## config.mk

```make
export PLATFORM = sky130hd
export DESIGN_NAME = float_sub_seq
export DESIGN_NICKNAME = d
export VERILOG_FILES = /design/src/rtl/float_sub_seq_pkg.sv /design/src/rtl/float_sub_seq_align_shift.sv /design/src/rtl/float_sub_seq.sv
export SDC_FILE = /design/constraint.sdc
export NUM_CORES = 1
export LEC_CHECK = 0
export CAP_MARGIN = 20
export CORE_UTILIZATION = 55
export CTS_BUF_LIST = sky130_fd_sc_hd__clkbuf_4 sky130_fd_sc_hd__clkbuf_8 sky130_fd_sc_hd__clkbuf_16
export DETAILED_ROUTE_END_ITERATION = 8
export GPL_TIMING_DRIVEN = 0
export HOLD_SLACK_MARGIN = 0.08
export PLACE_DENSITY = 0.76
export SLEW_MARGIN = 25
export SYNTH_ARGS = -nofsm -noshare
export SYNTH_HDL_FRONTEND = slang
export SYNTH_SLANG_ARGS = --single-unit
```

## constraint.sdc

```tcl
create_clock -name clk -period 8.19 [get_ports clk]
set_input_delay 1.638 -clock clk [delete_from_list [all_inputs] [get_ports clk]]
set_output_delay 1.638 -clock clk [all_outputs]
set_load 0.02 [all_outputs]
```

## src/rtl/float_sub_seq_pkg.sv

```systemverilog
// Shared single-precision constants, FSM state type and field helpers for
// the float subtract datapath.
package float_pkg;
    localparam int EXP_W   = 8;
    localparam int FRAC_W  = 23;
    localparam int BIAS    = 127;
    localparam int EXP_MAX = 255;
    localparam int WORD_W  = 1 + EXP_W + FRAC_W;
    // {carry, hidden, frac, guard}
    localparam int MANT_W  = FRAC_W + 3;

    typedef enum logic [2:0] {IDLE, ALIGN, ADDSUB, NORM, DONE} state_t;

    function automatic logic [EXP_W-1:0] exp_of(input logic [WORD_W-1:0] x);
        return x[WORD_W-2:FRAC_W];
    endfunction

    // Exponent-0 operands flush to zero: no hidden bit, fraction ignored.
    function automatic logic [MANT_W-1:0] mant_of(input logic [WORD_W-1:0] x);
        return (exp_of(x) == '0) ? '0 : {2'b01, x[FRAC_W-1:0], 1'b0};
    endfunction
endpackage

```

## src/rtl/float_sub_seq_align_shift.sv

```systemverilog
// Combinational mantissa right shifter; shifts past the datapath width give 0.
module float_align_shift #(
    parameter int MANT_W = 26,
    parameter int SH_W   = 8
) (
    input  logic [MANT_W-1:0] mant,
    input  logic [SH_W-1:0]   shamt,
    output logic [MANT_W-1:0] mant_out
);
    always_comb begin
        if (shamt >= SH_W'(MANT_W)) mant_out = '0;
        else                         mant_out = mant >> shamt;
    end
endmodule

```

## src/rtl/float_sub_seq.sv

```systemverilog
// Multi-cycle IEEE-754 single-precision subtractor (a - b), truncating,
// with one left-normalize step per cycle after cancellation.
module float_sub_seq #(
    parameter int EXP_W  = float_pkg::EXP_W,
    parameter int FRAC_W = float_pkg::FRAC_W,
    parameter int BIAS   = float_pkg::BIAS
) (
    input  logic                    clk,
    input  logic                    rst_n,
    input  logic                    in_valid,
    output logic                    in_ready,
    input  logic [EXP_W+FRAC_W:0]   a,
    input  logic [EXP_W+FRAC_W:0]   b,
    output logic                    out_valid,
    input  logic                    out_ready,
    output logic [EXP_W+FRAC_W:0]   result,
    output logic                    ovf,
    output logic                    zero
);
    import float_pkg::*;

    localparam int W  = 1 + EXP_W + FRAC_W;
    localparam int MW = FRAC_W + 3;
    localparam logic [EXP_W-1:0] EXP_ONES = EXP_W'(2 * BIAS + 1);
    localparam logic [EXP_W-1:0] EXP_TOP  = EXP_W'(2 * BIAS);

    state_t            state;
    logic [W-1:0]      a_r, b_r;
    logic              sign_r, sub_r;
    logic [EXP_W-1:0]  exp_r;
    logic [MW-1:0]     ml_r, ms_r, m_r;

    // Operand ordering and alignment, evaluated from the captured operands
    logic              sb, a_inf, b_inf, a_big;
    logic [EXP_W-1:0]  ea, eb, el, es;
    logic [MW-1:0]     ma, mb, ml_c, ms_c, ms_al, sum_c;

    assign sb    = ~b_r[W-1];
    assign ea    = exp_of(a_r);
    assign eb    = exp_of(b_r);
    assign ma    = mant_of(a_r);
    assign mb    = mant_of(b_r);
    assign a_inf = (ea == EXP_ONES);
    assign b_inf = (eb == EXP_ONES);
    assign a_big = (a_r[W-2:0] >= b_r[W-2:0]);
    assign el    = a_big ? ea : eb;
    assign es    = a_big ? eb : ea;
    assign ml_c  = a_big ? ma : mb;
    assign ms_c  = a_big ? mb : ma;

    float_align_shift #(.MANT_W(MW), .SH_W(EXP_W)) u_align (
        .mant     (ms_c),
        .shamt    (el - es),
        .mant_out (ms_al)
    );

    // L >= S by construction, so the subtract never wraps
    assign sum_c = sub_r ? (ml_r - ms_r) : (ml_r + ms_r);

    always_ff @(posedge clk) begin
        if (!rst_n) begin
            state     <= IDLE;
            in_ready  <= 1'b1;
            out_valid <= 1'b0;
            result    <= '0;
            ovf       <= 1'b0;
            zero      <= 1'b0;
            a_r       <= '0;
            b_r       <= '0;
            sign_r    <= 1'b0;
            sub_r     <= 1'b0;
            exp_r     <= '0;
            ml_r      <= '0;
            ms_r      <= '0;
            m_r       <= '0;
        end else begin
            case (state)
                IDLE: begin
                    if (in_valid && in_ready) begin
                        a_r      <= a;
                        b_r      <= b;
                        in_ready <= 1'b0;
                        state    <= ALIGN;
                    end
                end
                ALIGN: begin
                    if (a_inf || b_inf) begin
                        result    <= {(a_inf ? a_r[W-1] : sb), EXP_ONES, {FRAC_W{1'b0}}};
                        ovf       <= 1'b1;
                        zero      <= 1'b0;
                        out_valid <= 1'b1;
                        state     <= DONE;
                    end else begin
                        sign_r <= a_big ? a_r[W-1] : sb;
                        sub_r  <= (a_r[W-1] != sb);
                        exp_r  <= el;
                        ml_r   <= ml_c;
                        ms_r   <= ms_al;
                        state  <= ADDSUB;
                    end
                end
                ADDSUB: begin
                    if (sum_c == '0) begin
                        result    <= '0;
                        ovf       <= 1'b0;
                        zero      <= 1'b1;
                        out_valid <= 1'b1;
                        state     <= DONE;
                    end else if (sum_c[MW-1]) begin
                        if (exp_r == EXP_TOP) begin
                            result    <= {sign_r, EXP_ONES, {FRAC_W{1'b0}}};
                            ovf       <= 1'b1;
                            zero      <= 1'b0;
                            out_valid <= 1'b1;
                            state     <= DONE;
                        end else begin
                            m_r   <= sum_c >> 1;
                            exp_r <= exp_r + 1'b1;
                            state <= NORM;
                        end
                    end else begin
                        m_r   <= sum_c;
                        state <= NORM;
                    end
                end
                NORM: begin
                    if (m_r[MW-2]) begin
                        result    <= {sign_r, exp_r, m_r[MW-3:1]};
                        ovf       <= 1'b0;
                        zero      <= 1'b0;
                        out_valid <= 1'b1;
                        state     <= DONE;
                    end else if (exp_r == EXP_W'(1)) begin
                        result    <= '0;
                        ovf       <= 1'b0;
                        zero      <= 1'b1;
                        out_valid <= 1'b1;
                        state     <= DONE;
                    end else begin
                        m_r   <= m_r << 1;
                        exp_r <= exp_r - 1'b1;
                    end
                end
                DONE: begin
                    if (out_ready) begin
                        out_valid <= 1'b0;
                        in_ready  <= 1'b1;
                        state     <= IDLE;
                    end
                end
                default: begin
                    state    <= IDLE;
                    in_ready <= 1'b1;
                end
            endcase
        end
    end
endmodule

```

Word-level counts from Yosys, hierarchy flattened
Cells that the tools add are included.
- register bits: 190
- bits of input ports: 68
- output and inout bits: 36
- word-level logic and storage cells: 127
- $add $sub $neg: 5
- magnitude comparators: 2
- eq/ne operators: 22
- shifts and indexed selects: 1
- muxes and demuxes: 60
- bitwise gates (word level): 3
- reduce and logical (&&, ||, !) cells: 19
- operator list (operator ; number):
    $mux W25 ; 9
    $mux W32 ; 6
    $pmux W32 S3 ; 1
    $mux W8 ; 8
    $mux W26 ; 2
    $pmux W25 S2 ; 1
    $ge A31 B31 Y1 ; 1
    $add A26 B26 Y26 ; 1
    $logic_not A26 Y1 ; 1
    $shr A25 B8 Y26 ; 1
    $sub A26 B26 Y26 ; 1
    $eq A8 B8 Y1 const B ; 3
    $mux W3 ; 8
    $pmux W8 S3 ; 1
    $mux W1 ; 19
    $ne A2 B2 Y1 const B ; 9
    $logic_not A8 Y1 ; 2
    $pmux W3 S5 ; 1
    $ne A3 B3 Y1 const B ; 4
    $reduce_and A5 Y1 ; 2
    $pmux W1 S3 ; 3
    $reduce_and A3 Y1 ; 3
    $add A8 B1 Y8 const B ; 1
    $eq A8 B1 Y1 const B ; 1
    other kinds (19) ; 23

Longest topological paths before layout
Gate-level depths: netlist of the first run.
- depth in word-level cells: 6
- gate-level depth with buffers: 26
- gate-level depth less buffers: 20

Modules after synthesis
Synthesis of the first run repeated with hierarchy kept, for this count alone.
- cells, all modules: 1745
- area, all modules: 13549.2 µm²
- modules (own cells, without submodules) (module ; times used ; cells each ; area an instance (µm²) ; sequential area each (µm²)):
    float_sub_seq ; 1 ; 1551 ; 12060.3 ; 3763.6
    float_align_shift ; 1 ; 194 ; 1488.9 ; 0.0

Worst setup path after synthesis of the first run
No wires, ideal clock.
- kind: register to register
- start point: register b_r[26]
- end point: register ms_r[1]
- setup time: 0.152 ns
- data arrival time: 5.215 ns
- required time: 8.038 ns
- slack: 2.823 ns
- stages on the path, launching flop included: 26
- path buffers: 6
- clock period less this slack: 5.367 ns
- cell sequence: dfxtp_1 > clkbuf_1 > inv_1 > ha_1 > nand4_1 > nor4_1 > and4_1 > o21ai_2 > nand2_1 > buf_2 > clkbuf_1 > clkbuf_1 > a21oi_1 > ha_1 > o21ai_0 > nand2_1 > a22o_1 > a32oi_1 > nand2_1 > a311o_1 > o22ai_1 > clkbuf_1 > buf_2 > nor3_1 > a211oi_1 > o21ai_0
- longest elaborated chain between the ends: 5
- elaborated cells on any way between the ends: 14
- classes of those cells: add/sub (1); order compare (2); eq/ne (1); shift (1); mux (5); bitwise (1); reduce/logical (3)
- RTL lines (item ; RTL line ; RTL):
    start: declaration ; float_sub_seq.sv:28 ; logic [W-1:0] a_r, b_r;
    start signal: assignment ; float_sub_seq.sv:69 ; b_r <= '0;
    start signal: assignment ; float_sub_seq.sv:81 ; b_r <= b;
    $ge A31 B31 Y1 or $logic_not A8 Y1 (tied branches) ; float_sub_seq.sv:45, float_sub_seq_pkg.sv:20 ;
    $mux W8 (tied with other cells) ; float_sub_seq.sv:46 ; assign el = a_big ? ea : eb;
    $sub A8 B8 Y8 or $mux W25 (tied branches) ; float_sub_seq.sv:53, float_sub_seq.sv:49 ;
    $shr A25 B8 Y26 or $ge A8 B5 Y1 (tied branches) ; float_sub_seq_align_shift.sv:12, float_sub_seq_align_shift.sv:11 ;
    $mux W26 ; float_sub_seq_align_shift.sv:11 ; if (shamt >= SH_W'(MANT_W)) mant_out = '0;
    end signal: assignment ; float_sub_seq.sv:98 ; ms_r <= ms_al;
    end: declaration ; float_sub_seq.sv:31 ; logic [MW-1:0] ml_r, ms_r, m_r;
Parallel ways exist; a longest one is shown, timed or not.
A chain may end at the register's enable or synchronous reset.

Final worst setup path of the first run
- start point: register b_r[26]
- end point: register ms_r[13]
Same word-level chain as after synthesis.

==> results by group, run 1 <==
Synth
  – Sequential share of the synthesized area: 29.2%
  – Synth Flop Type: sky130_fd_sc_hd__dfxtp_1
  – Synth area leader: sky130_fd_sc_hd__dfxtp_1
  – Number of enable-type register cells in the synthesized netlist: 0
  – Cell Area, Synth: 12800 sq um
  – Proportion of netlist area held by the largest area contributor: 29.2%
  – Dominant cells by area after synthesis: sky130_fd_sc_hd__dfxtp_1, sky130_fd_sc_hd__nand2_1, sky130_fd_sc_hd__ha_1
  – Count of mapped cells out of synthesis: 1643
  – Post-synthesis sequential element count: 187
  – Mean Syn Cell Area: 7.80 sq um
  – Post-synth net total: 1774
  – Synthesis Warnings: 0
  – Synth unique cells: 83
  – Async set or reset register ratio after synthesis: 0%

STA
  – Number of endpoints failing setup at the final stage: 0
  – Final worst clock skew: 0.0201 ns
  – Final hold violations: 0
  – Max-slew violation count: 0
  – Max_slew headroom: 37.4%
  – Final critical path time including I/O delays and setup: 7.31 ns
  – Tightest Pin Transition: 0.937 ns
  – Setup slack after layout: 0.876 ns
  – Maximum frequency from static timing analysis: 137 MHz
  – Period utilisation layout: 89.3%
  – Unrepaired setup endpoints after global routing: no
  – Min Hold Slack: 0.479 ns
  – Aggregate negative setup slack: 0 ns

Worst setup path
  – Class of the most critical setup path: flip-flop to flip-flop
  – Startpoint class of the critical path: flip-flop
  – Worst Setup End Kind: flip-flop
  – Maximum fanout count along the critical path: 10
  – Register-to-register path setup slack: 0.88 ns
  – Slowest Stage Delay on Critical Path: 0.56 ns
  – Crit path arrival time: 7.63 ns
  – Slowest CP cell: sky130_fd_sc_hd__nor4_1
  – Cell type with the highest occurrence count on the critical path: sky130_fd_sc_hd__clkbuf_1
  – Data required time at the worst endpoint: 8.51 ns

Floorplan
  – CORE AREA: 22800 sq um
  – Horizontal die dimension: 155 um
  – Site Rows: 55
  – Total Die Area: 23900 sq um
  – Height of the die: 155 um
  – Boundary Pins: 104
  – Effective utilization at floorplan: 56.3%

Detailed routing
  – Routed wire length: 39800 um
  – Count of antenna-violating nets left after detailed routing: 0
  – Average routed wire per standard cell: 19.0 um
  – Mean number of vias per cell: 6.18
  – Detailed router's first-iteration violation count: 1209
  – Initial DRT Pass Iterations: 5
  – DRC errors left: 0
  – Vias: 12914

Clocking
  – Cts bufs inserted: 17
  – Post CTS Setup Buffer Count: 0
  – Clk sink count: 187
  – Clock insertion delay at the later pin of the skew report: 0.46 ns
  – Root cell of the clock tree: sky130_fd_sc_hd__clkbuf_16
  – Hold-fix buffer count after cts: 0
  – Post-cts sizing count: 0
  – Clock transition at the register clock pins on the worst setup and hold paths after CTS: 0.08 ns
  – TritonCTS clock tree: built
  – Number of H-tree levels: 4
  – Number of buffers between clock root and the deepest sink: 2

Global routing
  – First-pass GRT wire length: 64100 um
  – Via count of the first global-routing pass: 12032
  – Number of antenna violations at the first check in global routing: 1
  – Tot GR Track Use: 33.9%
  – Residual overflow from global routing: 0
  – Largest net degree at the start of global routing: 21

Final layout
  – Number of filler instances in the final layout: 2039
  – Total Nets Final: 1895
  – Area grow syn2layout: 15.7%
  – Share of layout cells above drive strength 1: 6.08%
  – Final cell count without fillers: 2091

Placed design
  – Worst Setup Slack post-DPL: 1.14 ns
  – Weighted congestion at the end of routability-driven global placement: 0.982
  – Port Buffer Count: 102
  – Hpwl dp: 31600 um
  – Number of cells after detailed placement: 2058

Run status
  – Run status: complete, no violations

Min path
  – Class of the most critical hold timing path: flip-flop to flip-flop

Run
  – Number of max-cap violations: 0
[per-stage QoR]
| stage | util (%) | instance area, sq um |
|---|---|---|
| finish | 65.1 | 14800 |
| global route | 65.1 | 14800 |
| CTS | 65.1 | 14800 |
| detailed placement | 62.5 | 14200 |
| global placement | 62.5 | 14200 |
| floorplan | - | 12800 |
[registers in the layout, summed over array words and instances, names as in the netlist]
signal     flops
ovf            1
state          3
in_ready       1
exp_r          8
sign_r         1
b_r           32
result        32
sub_r          1
ml_r          24
m_r           25
a_r           32
zero           1
ms_r          25
out_valid      1
[cells by family (layout without fill, tap and decap cells)]
| group | count (synthesis) | count (layout) | synth area share, % |
|---|---|---|---|
| other | 0 | 1 | 0 |
| xor gates and xnor gates | 50 | 50 | 3.42 |
| AOI/OAI and AO/OA | 452 | 452 | 25.6 |
| and+or+nand+nor | 635 | 635 | 22.6 |
| DFF | 187 | 187 | 29.2 |
| muxes | 75 | 75 | 7.35 |
| buffers and inverters | 181 | 315 | 5.62 |
| adders and majority gates | 63 | 63 | 6.21 |
[layout make-up]
class | instances | area [sq um] | area share, %
tap | 313 | 392 | 2.64
buffer | 117 | 480 | 3.24
timing repair buffer | 102 | 1020 | 6.88
sequential | 187 | 3740 | 25.2
clock buffer | 17 | 425 | 2.87
inverter | 64 | 240 | 1.62
multi-input combinational | 1275 | 8360 | 56.4
clock inverter | 15 | 169 | 1.14
antenna | 1 | 2.50 | 0.0169
[worst paths after layout]
check,start,end,cells past startpoint
worst min-delay path,b_r[11],b_r[11],2
worst max-delay path,b_r[26],ms_r[13],25
worst min register to register,b_r[11],b_r[11],2
worst max register to register,b_r[26],ms_r[13],25
[cells in the mapped netlist, drive strengths merged, types with 33 or more instances]
cell / count
a21boi: 39
a21oi: 108
a221oi: 33
clkbuf: 97
dfxtp: 187
ha: 62
inv: 62
mux2i: 48
nand2: 268
nor2: 150
nor3: 59
o21ai: 59
xnor2: 43
[cells in the final DEF, fill, tap and decap left out, drive strengths merged, types with 13 or more instances in the layout]
cell,count
nor2,150
a221o,14
mux2,13
a211oi,13
o211ai,16
o31ai,17
clkdlybuf4s50,102
a221oi,33
buf,20
and2,30
a22oi,15
nand4,31
a21oi,108
clkbuf,114
nor4,17
a21boi,39
ha,62
mux2i,48
nand2,268
a32o,27
nand3,16
dfxtp,187
o21ai,59
inv,70
mux4,14
nor3,59
xnor2,43
[layer usage]
metal / vias to the layer above / part of all wire, % / global-route usage (%)
li1: 6260 / - / -
met1: 6059 / 43 / 43.1
met4: 0 / 3.5 / 14.3
met2: 503 / 48 / 56.7
met3: 92 / 5.9 / 5.49
met5: - / 0 / 0
[critical path, delay by kind of cell (launching register included)]
| family | cells | cell delay [ns] |
|---|---|---|
| compound gates | 10 | 2.37 |
| fa+ha+maj | 2 | 0.74 |
| buf+inv | 7 | 2.24 |
| flops | 1 | 0.31 |
| simple gates | 6 | 1.48 |
Power of run 1 is left out: the tool's default activity adds up to more than one toggle a clock period on the data nets, which glitch-free logic cannot reach.
==> run 2, diff against run 1 <==
--- a/config.mk
+++ b/config.mk
@@ -6,12 +6,12 @@
 export NUM_CORES = 1
 export LEC_CHECK = 0
 export CAP_MARGIN = 20
-export CORE_UTILIZATION = 55
+export CORE_UTILIZATION = 60
 export CTS_BUF_LIST = sky130_fd_sc_hd__clkbuf_4 sky130_fd_sc_hd__clkbuf_8 sky130_fd_sc_hd__clkbuf_16
 export DETAILED_ROUTE_END_ITERATION = 8
 export GPL_TIMING_DRIVEN = 0
 export HOLD_SLACK_MARGIN = 0.08
-export PLACE_DENSITY = 0.76
+export PLACE_DENSITY = 0.82
 export SLEW_MARGIN = 25
 export SYNTH_ARGS = -nofsm -noshare
 export SYNTH_HDL_FRONTEND = slang
==> constraint.sdc (replaced) <==
create_clock -name clk -period 9.3 [get_ports clk]
set_input_delay 1.86 -clock clk [delete_from_list [all_inputs] [get_ports clk]]
set_output_delay 1.86 -clock clk [all_outputs]
set_load 0.02 [all_outputs]
==> run 2 against run 1 <==
Global-route usage is 3.1 points higher; critical path depth unchanged; maximum frequency fell by 0.24%; wire length rose by 1.1%; via count rose by 2.3%; clock skew down 0.0067 ns; die area down 8.2%; sequential share of layout area grew 0.079 points; non-clock buffer count stayed put; worst setup slack better by 1.1 ns; highest routed layer unchanged.
==> results by group, run 2 (synthesized netlist as in run 1, its figures left out) <==
Run status
  – Run status: complete, no violations

Worst setup path
  – Cell type with the highest occurrence count on the critical path: sky130_fd_sc_hd__clkbuf_1
  – Slowest CP cell: sky130_fd_sc_hd__nor4_1
  – Count of buffering cells on the critical path with inverters included: 7
  – Startpoint class of the critical path: flip-flop
  – Slowest Stage Delay on Critical Path: 0.60 ns
  – Maximum fanout count along the critical path: 10
  – Worst Setup End Kind: flip-flop
  – Crit path arrival time: 7.65 ns
  – Class of the most critical setup path: flip-flop to flip-flop
  – Gate family responsible for the most delay along the worst path: compound AO/OA/AOI/OAI gates
  – Data required time at the worst endpoint: 9.62 ns

Placed design
  – Hpwl dp: 31300 um
  – Port Buffer Count: 102
  – Weighted congestion at the end of routability-driven global placement: 0.996

Detailed routing
  – Routed wire length: 40200 um
  – Count of antenna-violating nets left after detailed routing: 0
  – Vias: 13209
  – Detailed router's first-iteration violation count: 1306
  – Average routed wire per standard cell: 19.6 um
  – Mean number of vias per cell: 6.44
  – Initial DRT Pass Iterations: 8
  – DRC errors left: 0

Floorplan
  – Height of the die: 148 um
  – Site Rows: 53
  – Boundary Pins: 104
  – Effective utilization at floorplan: 61.2%
  – Horizontal die dimension: 148 um
  – Total Die Area: 22000 sq um
  – CORE AREA: 21000 sq um

Clocking
  – Post CTS Setup Buffer Count: 0
  – Number of buffers between clock root and the deepest sink: 2
  – Clk sink count: 187
  – Post-cts sizing count: 0
  – Hold-fix buffer count after cts: 0
  – Number of H-tree levels: 4
  – TritonCTS clock tree: built
  – Clock insertion delay at the later pin of the skew report: 0.45 ns
  – Root cell of the clock tree: sky130_fd_sc_hd__clkbuf_16
  – Cts bufs inserted: 17
  – Clock transition at the register clock pins on the worst setup and hold paths after CTS: 0.08 ns

STA
  – Final hold violations: 0
  – Final critical path time including I/O delays and setup: 7.33 ns
  – Tightest Pin Transition: 0.885 ns
  – Period utilisation layout: 78.8%
  – Final worst clock skew: 0.0135 ns
  – Maximum frequency from static timing analysis: 136 MHz
  – Aggregate negative setup slack: 0 ns
  – Max-slew violation count: 0
  – Max_slew headroom: 40.6%
  – Unrepaired setup endpoints after global routing: no
  – Number of endpoints failing setup at the final stage: 0

Final layout
  – Area grow syn2layout: 15.3%
  – Total inserted antenna cells: 0
  – Total Nets Final: 1895
  – Number of filler instances in the final layout: 1807
  – Top library cells by usage in the layout, fill and taps aside: sky130_fd_sc_hd__nand2_1, sky130_fd_sc_hd__dfxtp_1, sky130_fd_sc_hd__nor2_1
  – Share of layout cells above drive strength 1: 6.13%
  – Largest regs: a_r x32, b_r x32, result x32
  – Most common library cell in the layout ignoring fill and taps: sky130_fd_sc_hd__nand2_1

Min path
  – Class of the most critical hold timing path: flip-flop to flip-flop

Global routing
  – Residual overflow from global routing: 0
  – Tot GR Track Use: 36.9%
  – Number of antenna violations at the first check in global routing: 0
  – First-pass GRT wire length: 64200 um
  – Via count of the first global-routing pass: 12433
  – Largest net degree at the start of global routing: 20

Run
  – Number of max-cap violations: 0
## run 2: final cells by class
class / count / area, sq um / share of cell area, %
Multi-Input combinational cell: 1275 / 8360 / 56.5
Buffer: 117 / 480 / 3.25
Timing Repair Buffer: 102 / 1020 / 6.91
Clock inverter: 15 / 170 / 1.15
Sequential cell: 187 / 3740 / 25.3
Tap cell: 275 / 344 / 2.33
Inverter: 64 / 240 / 1.62
Clock buffer: 17 / 425 / 2.88
## run 2: routing by layer
| layer | global-route usage (%) | share of wire, % | vias up |
|---|---|---|---|
| met4 | 18.2 | 4.2 | 0 |
| met3 | 5.43 | 7.3 | 150 |
| met1 | 45.2 | 41 | 6103 |
| met5 | 0 | 0 | - |
| li1 | - | - | 6259 |
| met2 | 63.2 | 48 | 697 |
## run 2: stage by stage
stage | utilization, % | instance area, sq um | setup WS (ns) | std cells | hold WS, ns
6_report | 70.6 | 14800 | 1.97 | 2052 | 0.481
3_3_place_gp | 67.7 | 14200 | 2.24 | 2020 | 0.459
3_5_place_dp | 67.7 | 14200 | 2.27 | 2020 | 0.467
2_1_floorplan | - | 12800 | 3.93 | 1643 | 0.442
4_1_cts | 70.5 | 14800 | 2.21 | 2052 | 0.478
5_1_grt | 70.6 | 14800 | 1.51 | 2052 | 0.506
## run 2: final timing paths
check | start | depth (start not counted) | to | slack [ns]
worst max-delay path | b_r[26] | 25 | ms_r[13] | 1.97
worst min-delay path | m_r[18] | 1 | result[17] | 0.48
worst max register to register | b_r[26] | 25 | ms_r[13] | 1.97
worst min register to register | m_r[18] | 1 | result[17] | 0.48
## run 2: worst register-to-register path, stage by stage (launching register included)
cell and delay [ns]:
sky130_fd_sc_hd__dfxtp_1 0.31, sky130_fd_sc_hd__clkbuf_1 0.29, sky130_fd_sc_hd__inv_1 0.14, sky130_fd_sc_hd__ha_1 0.44
sky130_fd_sc_hd__nand4_1 0.18, sky130_fd_sc_hd__nor4_1 0.60, sky130_fd_sc_hd__and4_1 0.38, sky130_fd_sc_hd__o21ai_2 0.20
sky130_fd_sc_hd__nand2_1 0.22, sky130_fd_sc_hd__buf_2 0.28, sky130_fd_sc_hd__clkbuf_1 0.44, sky130_fd_sc_hd__clkbuf_1 0.41
sky130_fd_sc_hd__a21oi_1 0.14, sky130_fd_sc_hd__ha_1 0.29, sky130_fd_sc_hd__o21ai_0 0.20, sky130_fd_sc_hd__nand2_1 0.07
sky130_fd_sc_hd__a22o_1 0.22, sky130_fd_sc_hd__a32oi_1 0.22, sky130_fd_sc_hd__nand2_1 0.10, sky130_fd_sc_hd__a311o_1 0.38
sky130_fd_sc_hd__o22ai_1 0.52, sky130_fd_sc_hd__clkbuf_1 0.43, sky130_fd_sc_hd__buf_2 0.30, sky130_fd_sc_hd__a2111oi_0 0.09
sky130_fd_sc_hd__a31oi_1 0.24, sky130_fd_sc_hd__o21ai_0 0.11
Power of run 2 is left out for the same reason.
